`src/rtl/sprite_plotter.sv`:
```
// Scans a SPR_W x SPR_H one-bit bitmap, one cell per clock, and issues VGA plot requests offset from a latched base.
// Optional macro SPRITE_CLIP_EN suppresses plots for cells that fall beyond SCR_W x SCR_H.
module sprite_plotter #(
    parameter int SPR_W     = 16,
    parameter int SPR_H     = 16,
    parameter int X_W       = 8,
    parameter int Y_W       = 7,
    parameter int COL_W     = 3,
    parameter int BG_COLOUR = 0,
    parameter int SCR_W     = 160,
    parameter int SCR_H     = 120
) (
    input  logic                   clk,
    input  logic                   reset,
    input  logic                   start,
    input  logic [X_W-1:0]         x_base,
    input  logic [Y_W-1:0]         y_base,
    input  logic [SPR_W*SPR_H-1:0] bitmap,
    input  logic [COL_W-1:0]       fg_colour,
    input  logic                   erase,
    output logic [X_W-1:0]         xout,
    output logic [Y_W-1:0]         yout,
    output logic [COL_W-1:0]       colour,
    output logic                   plot,
    output logic                   busy,
    output logic                   done
);
    localparam int N  = SPR_W * SPR_H;
    localparam int CW = (SPR_W > 1) ? $clog2(SPR_W) : 1;
    localparam int RW = (SPR_H > 1) ? $clog2(SPR_H) : 1;

    typedef enum logic [1:0] {IDLE, SCAN, DONE} state_t;
    state_t state;

    logic [CW-1:0]    c;
    logic [RW-1:0]    r;
    logic [N-1:0]     bm_q;
    logic [X_W-1:0]   x_q;
    logic [Y_W-1:0]   y_q;
    logic [COL_W-1:0] fg_q;
    logic             erase_q;

    logic [X_W:0] x_sum;
    logic [Y_W:0] y_sum;
    logic         on_screen;
    logic         cell_on;
    logic         last_col;
    logic         last_cell;

    always_comb begin
        x_sum     = {1'b0, x_q} + (X_W+1)'(c);
        y_sum     = {1'b0, y_q} + (Y_W+1)'(r);
`ifdef SPRITE_CLIP_EN
        on_screen = (int'(x_sum) < SCR_W) && (int'(y_sum) < SCR_H);
`else
        on_screen = 1'b1;
`endif
        // The latched bitmap is shifted each cell, so bit 0 is always the current cell.
        cell_on   = bm_q[0] && on_screen;
        last_col  = (c == CW'(SPR_W - 1));
        last_cell = last_col && (r == RW'(SPR_H - 1));
    end

    always_ff @(posedge clk) begin
        if (reset) begin
            state   <= IDLE;
            c       <= '0;
            r       <= '0;
            bm_q    <= '0;
            x_q     <= '0;
            y_q     <= '0;
            fg_q    <= '0;
            erase_q <= 1'b0;
            xout    <= '0;
            yout    <= '0;
            colour  <= '0;
            plot    <= 1'b0;
            busy    <= 1'b0;
            done    <= 1'b0;
        end else begin
            case (state)
                IDLE: begin
                    plot <= 1'b0;
                    done <= 1'b0;
                    if (start) begin
                        bm_q    <= bitmap;
                        x_q     <= x_base;
                        y_q     <= y_base;
                        fg_q    <= fg_colour;
                        erase_q <= erase;
                        c       <= '0;
                        r       <= '0;
                        busy    <= 1'b1;
                        state   <= SCAN;
                    end
                end
                SCAN: begin
                    plot <= cell_on;
                    // Coordinates and colour only move when a pixel is actually written.
                    if (cell_on) begin
                        xout   <= x_sum[X_W-1:0];
                        yout   <= y_sum[Y_W-1:0];
                        colour <= erase_q ? COL_W'(BG_COLOUR) : fg_q;
                    end
                    bm_q <= bm_q >> 1;
                    if (last_col) begin
                        c <= '0;
                        r <= r + 1'b1;
                    end else begin
                        c <= c + 1'b1;
                    end
                    if (last_cell) state <= DONE;
                end
                DONE: begin
                    plot  <= 1'b0;
                    busy  <= 1'b0;
                    done  <= 1'b1;
                    state <= IDLE;
                end
                default: state <= IDLE;
            endcase
        end
    end
endmodule

```
`config.mk`:
```
export PLATFORM = sky130hd
export DESIGN_NAME = sprite_plotter
export DESIGN_NICKNAME = d
export VERILOG_FILES = /design/src/rtl/sprite_plotter.sv
export SDC_FILE = /design/constraint.sdc
export NUM_CORES = 1
export LEC_CHECK = 0
export ABC_AREA = 1
export CORE_UTILIZATION = 51
export DETAILED_ROUTE_END_ITERATION = 7
export HOLD_SLACK_MARGIN = 0.02
export PLACE_DENSITY_LB_ADDON = 0.15
export SYNTH_ARGS = -nofsm -noshare
export SYNTH_HDL_FRONTEND = slang
export SYNTH_SLANG_ARGS = --single-unit
export TNS_END_PERCENT = 20
```
`constraint.sdc`:
```
create_clock -name clk -period 2.35 [get_ports clk]
set_clock_uncertainty 0.2 [all_clocks]
set_input_delay 0.47 -clock clk [delete_from_list [all_inputs] [get_ports clk]]
set_output_delay 0.47 -clock clk [all_outputs]
set_load 0.005 [all_outputs]
```
==> results.json, run 1 <==
{
  "setup_viol": 0,
  "busiest_layer": "met2",
  "clock_path_buffers": 3,
  "synth_seq_cells": 306,
  "ys_types": 29,
  "crit_type": "flip-flop to flip-flop",
  "cap_violations": 0,
  "synth_nets": 2275,
  "port_buffers": 298,
  "vdd_drop_max_uv": 448,
  "maxSlewViolCount": 0,
  "drc": 0,
  "startpoint_type": "flip-flop",
  "p_per_area_mw_per_mm2": 764,
  "cp.required_ns": 2.59,
  "synth.area.top_cells": "dfxtp_1 44%, o21ai_0 16%, a21oi_1 10%",
  "floorplan.initialDensity": 0.526,
  "cts.hold.buffers_added": 0,
  "grtUsageMet2": 0.405,
  "synth_cells": 1985,
  "setup_tns_ns": 0,
  "slowest_delay_ns": 0.40,
  "hold_class": "flip-flop to flip-flop",
  "cts_made_buffers": 34,
  "path_cells": "inv_2, nand2_8, buf_12, buf_4, nand2_1, o21ai_0, o21ai_1, a21oi_1",
  "dpl.hpwl_mm": 22.4,
  "yosys.area.top_type_share": 0.442,
  "grt_util_met3": 0.0373,
  "cts.clk_slew.worst_paths_ns": 0.06,
  "routedWlPerCell_um": 13.2,
  "syn_area_per_cell_um2": 6.99,
  "total_leakage_power_nw": 7.60,
  "grtUsageMet1": 0.303,
  "grt_overflow": 0,
  "die_y_um": 167,
  "ys_warn_count": 0,
  "clock_latency_ns": 0.50,
  "cp.arrival_ns": 2.33,
  "grt_pass1_wl_mm": 55.5,
  "antenna_found_initial": 1,
  "drtIter0Drc": 1042,
  "viasPerCell": 5.16,
  "clock-sinks": 306,
  "synth-seq-area-share": 0.442,
  "routabilityCongestion": 0.858,
  "ant_nets": 0,
  "tightest_slew_ns": 0.643,
  "nets": 2490,
  "track_usage": 0.237,
  "status": "complete, no violations",
  "grt_max_degree": 171,
  "vias": 13200,
  "fin_crit_ns": 2.09,
  "drive_above_1_share": 0.0449,
  "die_width_um": 167,
  "fmax_mhz": 478,
  "fin_ws_ns": 0.259,
  "cp-end-kind": "flip-flop",
  "grt_pass1_vias": 12100,
  "synth_top_cell_by_area": "dfxtp_1",
  "cts_tree": "yes",
  "routed_wl_mm": 33.8,
  "fin_crit_sh": 0.890,
  "critPathMaxFanout": 107,
  "cts_resized": 0,
  "num_io_pins": 299,
  "rsz0062_at_grt": "no",
  "htree_levels": 2,
  "layoutNonFillerInstCount": 2561,
  "critPathSlowestCell": "buf_4",
  "dp.cells": 2499,
  "drt_first_pass_iters": 7,
  "core_mm2": 0.0264,
  "cts_setup_buffers": 0,
  "synth_area_mm2": 0.0139,
  "syn_to_final_growth_pct": 32.2,
  "place_ws_ns": 0.120,
  "root_buffer": "clkbuf_16",
  "holdWs_ns": 0.243,
  "hold_viol": 0,
  "die-area_mm2": 0.0279,
  "fp-row-count": 59,
  "maxSlewHeadroom": 0.571
}
==> critical path: cells and delay by family, from the launching register on <==
kind | cells | cell delay [ns]
AOI/OAI and AO/OA | 3 | 0.33
DFF | 1 | 0.38
and+or+nand+nor | 2 | 0.24
buffers and inverters | 3 | 0.86
==> metal layers <==
layer | part of all wire | wire (µm) | vias to the layer above
met5 | 0 | 0 | -
met3 | 0.054 | 1840 | 56
met1 | 0.44 | 14900 | 5929
li1 | - | - | 6896
met4 | 0.023 | 784 | 0
met2 | 0.48 | 16300 | 346
==> where the power goes <==
| group | switching, mW | leakage [nW] | internal, mW |
|---|---|---|---|
| clock network | 2.06 | 0.617 | 3.71 |
| logic | 1.30 | 4.45 | 1.08 |
| registers | 0.152 | 2.54 | 5.71 |
| total | 3.52 | 7.60 | 10.5 |
==> cell type report <==
type                            instances  area, µm²
Multi-Input combinational cell       1237       5930
Tap cell                              335        419
Timing Repair Buffer                  332       3530
Antenna cell                            1       2.50
Clock buffer                           48       1030
Fill cell                            2199       8020
Inverter                              289       1090
Sequential cell                       306       6130
Clock inverter                         13        215
==> cell usage in the layout (no fill, tap or decap), drive strengths merged <==
cell,synthesis,final
o21ai,540,540
dfxtp,306,306
nand2,305,305
clkdlybuf4s50,0,298
inv,289,289
a21oi,284,284
clkbuf,70,48
nor2,46,46
buf,83,34
nand3,30,30
ha,10,10
clkinv,0,7
bufinv,0,6
nand4,4,4
o21a,4,4
o211ai,3,3
nand3b,2,2
xor2,2,2
fa,2,2
diode,0,1
xnor2,1,1
or2,1,1
a22oi,1,1
a211oi,1,1
nor3,1,1
==> cells in the mapped netlist (all sizes together) <==
library cell,n
nand3b,2
a21oi,284
o211ai,3
clkbuf,70
xor2,2
ha,10
o21ai,540
inv,289
nand4,4
a211oi,1
xnor2,1
or2,1
fa,2
a22oi,1
nand3,30
nand2,305
dfxtp,306
buf,83
nor3,1
o21a,4
nor2,46
==> state kept, by name (all words and copies together) (netlist names) <==
name     cells
state        2
bm_q       256
fg_q         3
busy         1
c            4
erase_q      1
x_q          8
done         1
plot         1
r            4
xout         8
yout         7
colour       3
y_q          7
==> cell families (layout without fill, tap and decap cells) <==
group / count (synthesis) / count (layout) / synth area share
AO/OA/AOI/OAI: 833 / 833 / 0.302
buffers and inverters: 442 / 682 / 0.132
AND/OR/NAND/NOR: 389 / 389 / 0.110
flip-flops: 306 / 306 / 0.442
adder cells (fa/ha/maj): 12 / 12 / 0.0119
XOR/XNOR: 3 / 3 / 0.00189
other: 0 / 1 / 0
==> worst paths after layout <==
| check | cells after the start | slack, ns | endpoint | start |
|---|---|---|---|---|
| min | 2 | 0.24 | bm_q[22] | bm_q[22] |
| max | 8 | 0.26 | bm_q[52] | state[1] |
| max reg2reg | 8 | 0.26 | bm_q[52] | state[1] |
| min reg2reg | 2 | 0.24 | bm_q[22] | bm_q[22] |
==> metrics by stage <==
step | util | instance area [µm²] | total power, mW
2_1_floorplan | - | 13900 | 7.43
3_3_place_gp | 0.649 | 17100 | 8.27
3_5_place_dp | 0.649 | 17100 | 8.34
4_1_cts | 0.696 | 18300 | 14.1
5_1_grt | 0.696 | 18300 | 14.7
6_report | 0.696 | 18300 | 14.0
Note: power is estimated with default switching activity, not from simulation.
==> run 2: changes to the inputs <==
--- a/config.mk
+++ b/config.mk
@@ -6,7 +6,7 @@
 export NUM_CORES = 1
 export LEC_CHECK = 0
 export ABC_AREA = 1
-export CORE_UTILIZATION = 51
+export CORE_UTILIZATION = 55
 export DETAILED_ROUTE_END_ITERATION = 7
 export HOLD_SLACK_MARGIN = 0.02
 export PLACE_DENSITY_LB_ADDON = 0.15
==> constraint.sdc (replaced) <==
create_clock -name clk -period 2.65 [get_ports clk]
set_clock_uncertainty 0.2 [all_clocks]
set_input_delay 0.53 -clock clk [delete_from_list [all_inputs] [get_ports clk]]
set_output_delay 0.53 -clock clk [all_outputs]
set_load 0.005 [all_outputs]
==> run 2 against run 1 <==
- critical endpoint is now done
- critical path depth is 7 lower
- register-to-register slack better by 0.34 ns
- sequential power is 11% lower
==> results.json, run 2 (synthesis results as in run 1) <==
{
  "routed_wl_mm": 33.5,
  "startpoint_type": "flip-flop",
  "rsz0062_at_grt": "no",
  "setup_viol": 0,
  "grt_pass1_wl_mm": 54.9,
  "cts_resized": 0,
  "place_ws_ns": 0.250,
  "cts_setup_buffers": 0,
  "cp.arrival_ns": 1.39,
  "critPathSlowestCell": "clkdlybuf4s50_1",
  "slowest_delay_ns": 0.55,
  "reg2reg_depth": 8,
  "drt_first_pass_iters": 7,
  "drtIter0Drc": 1200,
  "reg2reg_slack_ns": 0.60,
  "cts.clk_slew.worst_paths_ns": 0.06,
  "num_io_pins": 299,
  "hold_start": "bm_q[164]",
  "whs_path_depth": 2,
  "ant_nets": 0,
  "hold_class": "flip-flop to flip-flop",
  "crit_type": "flip-flop to output port",
  "crit_buf_inv": 1,
  "clock_path_buffers": 3,
  "drive_above_1_share": 0.0388,
  "vdd_drop_max_uv": 431,
  "fmax_mhz": 472,
  "final_cell_mix": "436 x o21ai_0, 306 x dfxtp_1, 304 x nand2_1",
  "setup_tns_ns": 0,
  "antenna_found_initial": 1,
  "fin_crit_sh": 0.800,
  "die-area_mm2": 0.0259,
  "grt_overflow": 0,
  "place_area_mm2": 0.0169,
  "clock_latency_ns": 0.50,
  "status": "complete, no violations",
  "maxSlewHeadroom": 0.573,
  "hold_viol": 0,
  "dp.cells": 2479,
  "nets": 2481,
  "timing.rr.start": "state[1]",
  "port_buffers": 298,
  "cp-end-kind": "output port",
  "holdWs_ns": 0.244,
  "top_register": "bm_q",
  "drc": 0,
  "routabilityCongestion": 0.850,
  "fin_crit_ns": 2.12,
  "fp-row-count": 57,
  "dpl.hpwl_mm": 21.7,
  "syn_to_final_growth_pct": 30.5,
  "largestRegisters": "bm_q: 256 flops, x_q: 8 flops, xout: 8 flops",
  "hold_path_end": "bm_q[164]",
  "root_buffer": "clkbuf_16",
  "cap_violations": 0,
  "grt_max_degree": 160,
  "die_width_um": 161,
  "fin_ws_ns": 0.530,
  "p_per_area_mw_per_mm2": 670,
  "routedWlPerCell_um": 13.2,
  "total_leakage_power_nw": 7.48,
  "die_y_um": 161,
  "design_area_mm2": 0.0181,
  "path_cells": "clkdlybuf4s50_1",
  "critPathMaxFanout": 2,
  "tightest_slew_ns": 0.641,
  "core_mm2": 0.0245,
  "cts.hold.buffers_added": 0,
  "clock-sinks": 306,
  "cts_tree": "yes",
  "cts_made_buffers": 34,
  "timing.rr.end": "bm_q[132]",
  "floorplan.initialDensity": 0.565,
  "grt_pass1_vias": 12000,
  "htree_levels": 2,
  "layoutNonFillerInstCount": 2540,
  "cp.required_ns": 1.92,
  "viasPerCell": 5.21,
  "maxSlewViolCount": 0,
  "track_usage": 0.252,
  "vias": 13200,
  "critPathTopFamily": "buffers and inverters",
  "largest_reg_flops": 256,
  "final_common_cell": "o21ai_0"
}
## run 2: cell count changes in the layout (fill, tap and decap cells not counted), sizes merged
cell,delta
clkbuf,+5
clkinv,-4
bufinv,-3
buf,-9
clkinvlp,+1
## run 2: layer usage
metal | vias up | global-route usage | wire length, µm
met2 | 348 | 0.423 | 15900
li1 | 6882 | - | -
met5 | - | 0 | 0
met1 | 5919 | 0.328 | 14900
met4 | 0 | 0.0948 | 998
met3 | 73 | 0.0395 | 1780
## run 2: per-stage QoR
| step | util | power (mW) |
|---|---|---|
| 6_report | 0.738 | 12.1 |
| 5_1_grt | 0.738 | 12.7 |
| 4_1_cts | 0.738 | 12.2 |
| 3_5_place_dp | 0.690 | 7.34 |
| 3_3_place_gp | 0.690 | 7.27 |
| 2_1_floorplan | - | 6.59 |
## run 2: final cells by class
| cell class | instances | area (µm²) |
|---|---|---|
| Clock buffer | 53 | 1060 |
| Antenna cell | 1 | 2.50 |
| Multi-Input combinational cell | 1237 | 5930 |
| Fill cell | 2010 | 6440 |
| Timing Repair Buffer | 323 | 3370 |
| Clock inverter | 7 | 113 |
| Sequential cell | 306 | 6130 |
| Inverter | 289 | 1090 |
| Tap cell | 324 | 405 |
## run 2: worst max path at each step
stage | start | to | slack (ns) | cells past startpoint
final | done | done | 0.53 | 1
after global placement | start | bm_q[187] | 0.32 | 8
after floorplan | reset | bm_q[132] | 0.90 | 6
after CTS | done | done | 0.49 | 1
after detailed placement | start | bm_q[190] | 0.25 | 8
after global routing | state[1] | bm_q[190] | 0.43 | 8
## run 2: power breakdown
part | switching, mW | internal, mW
clock network | 1.83 | 3.03
logic | 1.14 | 0.921
registers | 0.134 | 5.07
